===== config.mk =====
export PLATFORM = sky130hd
export DESIGN_NAME = cache_arbiter
export DESIGN_NICKNAME = d
export VERILOG_FILES = /design/src/rtl/cache_arbiter.sv
export SDC_FILE = /design/constraint.sdc
export NUM_CORES = 1
export LEC_CHECK = 0
export ABC_AREA = 0
export CELL_PAD_IN_SITES_DETAIL_PLACEMENT = 2
export CELL_PAD_IN_SITES_GLOBAL_PLACEMENT = 2
export CORE_AREA = 2 2 542 544
export DETAILED_ROUTE_END_ITERATION = 8
export DIE_AREA = 0 0 544 546
export PLACE_DENSITY = 0.4
export RECOVER_POWER = 50
export SKIP_CTS_REPAIR_TIMING = 1
export SLEW_MARGIN = 20
export SYNTH_ARGS = -nofsm -noshare
export SYNTH_HDL_FRONTEND = slang
export SYNTH_SLANG_ARGS = --single-unit
export TNS_END_PERCENT = 100

===== constraint.sdc =====
create_clock -name clk -period 3.8 [get_ports clk]
set_clock_uncertainty 0.2 [all_clocks]
set_input_delay 0.76 -clock clk [delete_from_list [all_inputs] [get_ports clk]]
set_output_delay 0.76 -clock clk [all_outputs]
set_load 0.01 [all_outputs]

===== src/rtl/cache_arbiter.sv =====
// Arbitrates the instruction and data caches onto one physical-memory port.
// One transaction in flight at a time; the response is routed back to the owner.
`timescale 1ns/1ps

module cache_arbiter #(
    parameter int LINE_W = 256,
    parameter bit RR_EN  = 1'b1
) (
    input  logic              clk,
    input  logic              rst,

    input  logic [31:0]       i_pmem_address,
    input  logic              i_pmem_read,
    output logic [LINE_W-1:0] i_pmem_rdata,
    output logic              i_pmem_resp,

    input  logic [31:0]       d_pmem_address,
    input  logic [LINE_W-1:0] d_pmem_wdata,
    input  logic              d_pmem_read,
    input  logic              d_pmem_write,
    output logic [LINE_W-1:0] d_pmem_rdata,
    output logic              d_pmem_resp,

    output logic [31:0]       mem_address,
    output logic [LINE_W-1:0] mem_wdata,
    output logic              mem_read,
    output logic              mem_write,
    input  logic [LINE_W-1:0] mem_rdata,
    input  logic              mem_resp
);

    typedef enum logic [1:0] {
        IDLE    = 2'd0,
        SERVE_I = 2'd1,
        SERVE_D = 2'd2,
        RECOVER = 2'd3
    } state_t;

    state_t state;
    state_t state_next;

    logic last_grant_d;
    logic i_req;
    logic d_req;
    logic grant_i;
    logic grant_d;
    logic serving;

    assign serving = (state == SERVE_I) || (state == SERVE_D);

    always_ff @(posedge clk) begin
        if (!rst) begin
            state <= IDLE;
        end else begin
            state <= state_next;
        end
    end

    // Grants are only issued from IDLE; ties go to whoever was not served last.
    always_comb begin
        i_req      = i_pmem_read;
        d_req      = d_pmem_read | d_pmem_write;
        grant_i    = 1'b0;
        grant_d    = 1'b0;
        state_next = state;
        case (state)
            IDLE: begin
                if (i_req && d_req) begin
                    if (RR_EN && last_grant_d) begin
                        grant_i = 1'b1;
                    end else begin
                        grant_d = 1'b1;
                    end
                end else if (i_req) begin
                    grant_i = 1'b1;
                end else if (d_req) begin
                    grant_d = 1'b1;
                end
                if (grant_i) begin
                    state_next = SERVE_I;
                end else if (grant_d) begin
                    state_next = SERVE_D;
                end
            end
            SERVE_I, SERVE_D: begin
                if (mem_resp) begin
                    state_next = RECOVER;
                end
            end
            RECOVER: begin
                state_next = IDLE;
            end
            default: begin
                state_next = IDLE;
            end
        endcase
    end

    // A simultaneous dcache read and write is issued as a write only.
    always_ff @(posedge clk) begin
        if (!rst) begin
            mem_address  <= 32'd0;
            mem_wdata    <= '0;
            mem_read     <= 1'b0;
            mem_write    <= 1'b0;
            last_grant_d <= 1'b1;
        end else if (grant_i) begin
            mem_address <= i_pmem_address;
            mem_read    <= 1'b1;
            mem_write   <= 1'b0;
        end else if (grant_d) begin
            mem_address <= d_pmem_address;
            mem_wdata   <= d_pmem_wdata;
            mem_read    <= ~d_pmem_write;
            mem_write   <= d_pmem_write;
        end else if (serving && mem_resp) begin
            mem_read     <= 1'b0;
            mem_write    <= 1'b0;
            last_grant_d <= (state == SERVE_D);
        end
    end

    assign i_pmem_resp  = (state == SERVE_I) && mem_resp;
    assign d_pmem_resp  = (state == SERVE_D) && mem_resp;
    assign i_pmem_rdata = mem_rdata;
    assign d_pmem_rdata = mem_rdata;

endmodule


== After elaboration in Yosys (flattened, before gate mapping) ==
Cells that the tools add are included.

* Register bits after elaboration: 293
* Input bits: 582
* Output and inout bits: 804
* Logic and storage cells: 51

* Equal/unequal tests: 5
* Multiplexer cells: 21
* Bitwise operators: 5
* Reductions and logical operators: 14

{| class="wikitable"
|+ Operators with widths
! cell !! number
|-
| 32-bit 2-to-1 mux || 2
|-
| 1-bit 2-to-1 mux || 15
|-
| 2-bit 2-to-1 mux || 3
|-
| 2-bit case mux with 3 select lines || 1
|-
| 2-bit == test (second input constant) || 2
|-
| 1-bit logical AND || 4
|-
| 1-bit inverter || 4
|-
| 2-bit AND reduction || 2
|-
| 2-bit nonzero test || 2
|-
| 2-bit OR reduction || 2
|-
| 3-bit != test (second input constant) || 1
|-
| 3-bit AND reduction || 1
|-
| 3-bit nonzero test || 1
|-
| 2-bit by 1-bit == test with 1-bit output (second input constant) || 1
|-
| 2-bit zero test || 1
|-
| 2-bit != test (second input constant) || 1
|-
| 1-bit logical OR || 1
|-
| 1-bit bitwise OR || 1
|}

== Logic depth before layout (Yosys ltp) ==
Gate-level depths: netlist of run 1.

* Depth in word-level cells: 8
* Mapped depth: 7
* Mapped depth without buffers: 5

== Least setup slack after synthesis of run 1 ==
OpenSTA, ideal clock, no wires.

* Path type: input port to flip-flop
* From: input port i_pmem_read
* To: register mem_address[10]
* Library setup time: 0.122 ns
* Arrival time: 1.755 ns
* Required time: 3.478 ns
* Path slack: 1.723 ns
* Stages: 6
* Buffers on the path: 3
* Cells stage by stage: buf_2 > o31ai_2 > and2_1 > buf_6 > buf_6 > a221o_1

* Word-level cells in the longest chain between the ends: 5
* Elaborated cells between the ends (all ways): 11
* Classes of those cells: mux: 9; reduce/logical: 2

{| class="wikitable"
|+ RTL lines
! element !! RTL line !! text
|-
| start, declared || 13 || <nowiki>input logic i_pmem_read,</nowiki>
|-
| 1-bit 2-to-1 mux or 1-bit logical AND (tied branches) || 74, 68 ||
|-
| 1-bit 2-to-1 mux || 68 || <nowiki>if (i_req && d_req) begin</nowiki>
|-
| 1-bit 2-to-1 mux (2 in a row) || 66 || <nowiki>case (state)</nowiki>
|-
| 32-bit 2-to-1 mux or 2-bit nonzero test (tied branches) || n/a ||
|-
| end signal, assigned || 108 || <nowiki>mem_address <= i_pmem_address;</nowiki>
|-
| end signal, assigned || 112 || <nowiki>mem_address <= d_pmem_address;</nowiki>
|-
| end, declared || 24 || <nowiki>output logic [31:0] mem_address,</nowiki>
|}

Parallel ways exist; a longest one is shown, timed or not. The select of a mux whose other input is x is not followed.
A chain may end at the register's enable or synchronous reset.

== Worst setup path in the final report of run 1 ==
* From: input port d_pmem_read
* To: register mem_wdata[118]

* Word-level cells in the longest chain between the ends: 7
* Elaborated cells between the ends (all ways): 12
* Classes of those cells: mux: 8; bitwise: 2; reduce/logical: 2

{| class="wikitable"
|+ RTL lines
! element !! RTL line !! text
|-
| start, declared || 19 || <nowiki>input logic d_pmem_read,</nowiki>
|-
| 1-bit bitwise OR * || 62 || <nowiki>d_req = d_pmem_read | d_pmem_write;</nowiki>
|-
| 1-bit 2-to-1 mux or 1-bit logical AND (tied branches) || 76, 68 ||
|-
| 1-bit 2-to-1 mux, on equally long branches || 74, 68 ||
|-
| 1-bit 2-to-1 mux, on equally long branches || 68, 66 ||
|-
| 1-bit 2-to-1 mux || 66 ||
|-
| 1-bit 2-to-1 mux or 1-bit inverter (tied branches) || n/a ||
|-
| 2-bit AND reduction (no source line) * || n/a ||
|-
| end signal, assigned || 113 || <nowiki>mem_wdata <= d_pmem_wdata;</nowiki>
|-
| end, declared || 25 || <nowiki>output logic [LINE_W-1:0] mem_wdata,</nowiki>
|}

Mark *: on every way between the ends. The rest lies on a longest branch, timed or not. The select of a mux whose other input is x is not followed.

==> run_results.csv, run 1 <==
group,metric,value,unit
power_and_ir_drop,vdd_drop_max,403,µV
cts,clock_sinks,293,
cts,cts_tree,"done",
min_path,hold_class,"register to register",
cts,clk-insertion-delay-late,0.69,ns
min_path,min_delay_worst_endpoint,"mem_wdata[199]",
sta,timing.final.max_slew_violations,0,
sta,worstMarginPinSlew,1.26,ns
finish,layout-drive-gt1-share,0.0663,
global_route,largest_net_degree_at_the_start_of_global_routing,105,
power_and_ir_drop,power_leakage,6.96,nW
setup_path,slowest_delay,1.01,ns
setup_path,worst_setup_path_type,"input port to register",
global_route,global_route.usage.total,0.0939,
route,detail_route.vias_per_cell,2.36,
cts,ctsHtreeMaxLevel,2,
sta,final_layout_worst_hold_slack,0.280,ns
finish,final_cell_mix,"sky130_fd_sc_hd__clkdlybuf4s50_1, sky130_fd_sc_hd__dfxtp_1, sky130_fd_sc_hd__nand3_1, sky130_fd_sc_hd__a21oi_1, sky130_fd_sc_hd__o21ai_0",
synthesis,synthesis.instances,1833,
cts,cts_root_buf,"sky130_fd_sc_hd__clkbuf_16",
sta,max_slew_margin,0.153,
placed_design,dp.final_hpwl,119000,µm
sta,final_critical_path_setup_slack,0.551,ns
synthesis,ys_seq_elements,293,
sta,period_minus_slack,3.25,ns
synthesis,synth_async_sr_flop_share,0,
floorplanning,design.core.area,292000,µm²
synthesis,synth-edff-count,0,
route,post_drt_wl_per_cell,24.7,µm
route,drt_first_pass_iters,4,
status,run_status,"finished, final reports clean",
synthesis,synth.avg_cell_area,8.24,µm²
min_path,hold_path_depth,2,
floorplanning,dieHeight,546,µm
sta,hold_viol,0,
floorplanning,row_count,199,
synthesis,post_synthesis_cell_area,15100,µm²
placed_design,place_ws,0.540,ns
route,detail_route.iter0.violations,442,
setup_path,r2r_slack,1.12,ns
sta,timing.fmax,308,MHz
cts,clock_path_buffers,3,
placed_design,globalplace.congestion,0.719,
global_route,vias_in_the_first_global_route,15200,
route,antenna_left,0,
placed_design,port_buffers,617,
setup_path,worst_path_required,4.21,ns
setup_path,crit_fanout,25,
sta,timing.final.crit_share,0.855,
global_route,initial_antenna_violation_count,42,
synthesis,ys_warn_count,0,
setup_path,crit-reg2reg-capture,"mem_address[24]",
setup_path,timing.critical_path.cells,"dlygate4sd3_1 > o2bb2ai_2 > buf_12 > clkbuf_2 > o21ai_0 > a21oi_1",
floorplanning,floorplan.die_area,297000,µm²
floorplanning,starting_density,0.0517,
sta,timing.setup.tns,0,ns
global_route,globalRoute.totalOverflow,0,
route,route.vias.total,13800,
setup_path,worstRegToRegCells,6,
min_path,hold_path_startpoint,"mem_wdata[199]",
setup_path,crit_path_start_kind,"input port",
sta,rsz_0062_raised_after_global_routing,"no",
synthesis,ys.flop_type,"sky130_fd_sc_hd__dfxtp_1",
synthesis,yosys.cell_types.count,33,
finish,final_common_cell,"sky130_fd_sc_hd__clkdlybuf4s50_1",
route,remaining_drc_errors,0,
floorplanning,io-pin-count,1386,
setup_path,critical_path.reg2reg.startpoint,"state[0]",
finish,fin_nets,2468,
power_and_ir_drop,power_per_cell_area,609,nW/µm²
cts,clk_pin_slew_worst_paths,0.06,ns
cts,number_of_buffers_created_by_cts,48,
finish,syn_to_final_growth,57.7,%
global_route,first_pass_grt_wire_length,179000,µm
job,max-cap-violations,0,
synthesis,synthesis.nets,2419,
floorplanning,dieWidth,544,µm
synthesis,ys_seq_area_frac,0.388,
route,route.final.wire_length,144000,µm
setup_path,worstSetupEndpointType,"register",
setup_path,critical_path.slowest_cell,"sky130_fd_sc_hd__o2bb2ai_2",
setup_path,timing.critical_path.arrival,3.66,ns
sta,final-setup-viol-count,0,
## where the power goes
| part | total (W) | switching (W) | internal (W) |
|---|---|---|---|
| combinational | 0.00595 | 0.00386 | 0.00209 |
| sequential | 0.00404 | 0.000378 | 0.00366 |
| clock | 0.00452 | 0.00192 | 0.00260 |
## cell usage after synthesis (all sizes together), types with 2 or more instances
| cell type | n | area share |
|---|---|---|
| and3 | 33 | 0.014 |
| a21oi | 257 | 0.085 |
| clkbuf | 98 | 0.024 |
| and2 | 4 | 0.0017 |
| ha | 4 | 0.0033 |
| a221o | 33 | 0.022 |
| buf | 570 | 0.28 |
| inv | 6 | 0.0015 |
| nand2 | 4 | 0.00099 |
| o2111a | 2 | 0.0015 |
| o21ai | 256 | 0.085 |
| dfxtp | 293 | 0.39 |
| o211ai | 2 | 0.00099 |
| nand3 | 257 | 0.085 |
## cells by family after synthesis
kind of cell	after synthesis	synth area share
and+or+nand+nor	299	0.102
AOI/OAI and AO/OA	561	0.202
adders and majority gates	4	0.00331
muxes	2	0.00141
DFF	293	0.388
buffers and inverters	674	0.304
## sequential cells by signal, summed over array words and instances, names as in the netlist
signal	flops
last_grant_d	1
mem_address	32
mem_read	1
mem_wdata	256
mem_write	1
state	2
## worst max path at each step
stage / endpoint / slack (ns) / start
floorplan: mem_address[10] / 1.72 / i_pmem_read
global placement: mem_wdata[64] / 0.60 / i_pmem_read
detailed placement: mem_wdata[175] / 0.54 / i_pmem_read
CTS: d_pmem_resp / 0.60 / state[0]
global route: mem_wdata[60] / 0.40 / d_pmem_read
finish: mem_wdata[118] / 0.55 / d_pmem_read
## worst max-delay path, delay by kind of cell
family                 cells  cell delay [ns]
buffers and inverters      3             1.48
AOI/OAI and AO/OA          3             1.35
## final cells by class
cell class | instances | area [µm²]
Fill cell | 34400 | 268000
Timing Repair Buffer | 667 | 6800
Sequential cell | 293 | 5870
Tap cell | 3919 | 4900
Multi-Input combinational cell | 866 | 4680
Clock buffer | 68 | 1360
Clock inverter | 15 | 159
Inverter | 6 | 37.5
Antenna cell | 9 | 22.5
## routing by layer
metal / vias to the layer above / track usage / share of wire
li1: 5937 / - / -
met1: 6535 / 0.0867 / 0.32
met2: 916 / 0.136 / 0.41
met3: 404 / 0.0909 / 0.21
met4: 4 / 0.0460 / 0.054
met5: - / 0 / 0.00021
## through the flow
stage,std cells,util,cell area [µm²],total power (W)
after floorplan,1833,-,15100,0.00692
final,5843,0.0816,23800,0.0145
after global routing,5837,0.0815,23800,0.0157
after CTS,5834,0.0816,23800,0.0152
after global placement,5751,0.0764,22300,0.0104
after detailed placement,5751,0.0764,22300,0.0104
Note: power is estimated with default switching activity, not from simulation.
==> run 2: changes to the inputs <==
- CORE_AREA: 2 2 542 544 -> 2 2 535 537
- DIE_AREA: 0 0 544 546 -> 0 0 537 539
- PLACE_DENSITY: 0.4 -> 0.41
- clock period: 3.8 -> 2.7 ns (I/O delays scaled with it)
==> run_results.csv, run 2 (same netlist as run 1, synthesis figures left out) <==
group,metric,value,unit
finish,final_common_cell,"sky130_fd_sc_hd__clkdlybuf4s50_1",
route,detail_route.vias_per_cell,2.46,
setup_path,worstSetupEndpointType,"output pin",
floorplanning,dieWidth,537,µm
min_path,min_delay_worst_endpoint,"mem_wdata[197]",
setup_path,timing.critical_path.cells,"clkdlybuf4s50_1",
setup_path,timing.critical_path.arrival,1.87,ns
cts,clock_sinks,293,
floorplanning,design.core.area,284000,µm²
cts,cts_root_buf,"sky130_fd_sc_hd__clkbuf_16",
setup_path,critical_path.reg2reg.startpoint,"state[0]",
sta,timing.final.crit_share,0.966,
setup_path,slowest_delay,0.86,ns
placed_design,globalplace.congestion,0.728,
finish,syn_to_final_growth,59.5,%
finish,fin_nets,2489,
global_route,initial_antenna_violation_count,60,
setup_path,worst-path-buf-inv,1,
finish,post_layout_nonfiller_instances,5711,
cts,clk_pin_slew_worst_paths,0.06,ns
finish,postLayoutCellArea,24100,µm²
placed_design,place_ws,0.107,ns
sta,period_minus_slack,2.61,ns
setup_path,cpLargestDelayFamily,"buffers and inverters",
placed_design,dp.final_hpwl,118000,µm
finish,fillerInstances,33500,
route,route.final.wire_length,141000,µm
sta,timing.setup.tns,0,ns
setup_path,crit-reg2reg-capture,"mem_wdata[252]",
sta,timing.fmax,383,MHz
cts,ctsHtreeMaxLevel,2,
global_route,largest_net_degree_at_the_start_of_global_routing,79,
cts,cts_tree,"done",
finish,max_flop_register,"mem_wdata",
setup_path,worst_path_required,1.96,ns
finish,largest_registers,"mem_wdata: 256 flops, mem_address: 32 flops, state: 2 flops",
power_and_ir_drop,power_leakage,7.96,nW
global_route,vias_in_the_first_global_route,15100,
finish,final_cell_mix,"sky130_fd_sc_hd__clkdlybuf4s50_1, sky130_fd_sc_hd__dfxtp_1, sky130_fd_sc_hd__nand3_1, sky130_fd_sc_hd__a21oi_1, sky130_fd_sc_hd__o21ai_0",
min_path,hold_path_depth,3,
setup_path,critical_path.slowest_cell,"sky130_fd_sc_hd__clkdlybuf4s50_1",
sta,final_critical_path_setup_slack,0.0921,ns
finish,layout-drive-gt1-share,0.0810,
floorplanning,floorplan.die_area,289000,µm²
finish,largest_register_ffs,256,
setup_path,worstSetupStartpoint,"mem_wdata[127]",
setup_path,r2r_slack,0.17,ns
route,drt_first_pass_iters,5,
floorplanning,io-pin-count,1386,
global_route,globalRoute.totalOverflow,0,
sta,timing.final.max_slew_violations,0,
global_route,global_route.usage.total,0.0938,
setup_path,crit_fanout,2,
sta,worstMarginPinSlew,1.18,ns
route,remaining_drc_errors,0,
floorplanning,row_count,196,
sta,hold_viol,0,
min_path,hold_class,"input port to register",
route,post_drt_wl_per_cell,24.7,µm
route,antenna_left,0,
setup_path,crit_path_start_kind,"register",
placed_design,placedCellCount,5614,
setup_path,worstRegToRegCells,5,
power_and_ir_drop,vdd_drop_max,481,µV
setup_path,worst_setup_path_type,"register to output pin",
global_route,first_pass_grt_wire_length,175000,µm
cts,number_of_buffers_created_by_cts,49,
cts,clock_path_buffers,3,
min_path,hold_path_startpoint,"d_pmem_wdata[197]",
placed_design,port_buffers,617,
route,route.vias.total,14000,
status,run_status,"finished, final reports clean",
power_and_ir_drop,power_per_cell_area,864,nW/µm²
placed_design,postPlaceCellArea,22400,µm²
sta,max_slew_margin,0.214,
route,detail_route.iter0.violations,517,
sta,final-setup-viol-count,0,
sta,rsz_0062_raised_after_global_routing,"no",
cts,clk-insertion-delay-late,0.71,ns
job,max-cap-violations,0,
floorplanning,dieHeight,539,µm
floorplanning,starting_density,0.0532,
-- run 2: changes by cell type in the layout (fill, tap and decap cells not counted), sizes merged --
cell,previous run,this run
clkdlybuf4s50,615,562
buf,48,73
clkbuf,71,76
bufinv,2,3
dlygate4sd3,1,0
clkinv,8,5
diode,9,11
dlymetal6s2s,0,49
-- run 2: report_power, final --
group	total, W	switching, W	internal (W)
Clock	0.00670	0.00271	0.00399
Sequential	0.00566	0.000501	0.00516
Combinational	0.00846	0.00538	0.00308
Total	0.0208	0.00859	0.0122
-- run 2: worst max-delay path by stage --
stage,to,slack (ns),cells past startpoint
finish,mem_wdata[127],0.09,1
floorplan,mem_address[10],0.84,6
detailed placement,mem_wdata[102],0.11,7
global route,mem_wdata[108],0.00002,1
CTS,d_pmem_resp,-0.36,4
global placement,mem_wdata[0],0.09,6
-- run 2: stage by stage --
step | utilization | hold WS [ns] | total power (W)
after floorplan | - | 0.267 | 0.00974
after global placement | 0.0788 | 0.261 | 0.0146
after detailed placement | 0.0788 | 0.273 | 0.0147
after CTS | 0.0846 | 0.0756 | 0.0218
after global routing | 0.0848 | 0.144 | 0.0224
final | 0.0849 | 0.199 | 0.0208
-- run 2: per-layer routing --
layer	wire [µm]	global-route usage
met2	57000	0.135
met3	26900	0.0780
met4	8810	0.0515
met1	48500	0.0933
met5	107	0.000167
-- run 2: cell type report --
type	instances	area [µm²]	area share
Multi-Input combinational cell	866	4680	0.194
Tap cell	3762	4710	0.195
Inverter	6	37.5	0.00156
Timing Repair Buffer	687	7140	0.296
Antenna cell	11	27.5	0.00114
Clock inverter	13	181	0.00753
Clock buffer	73	1460	0.0605
Sequential cell	293	5870	0.243
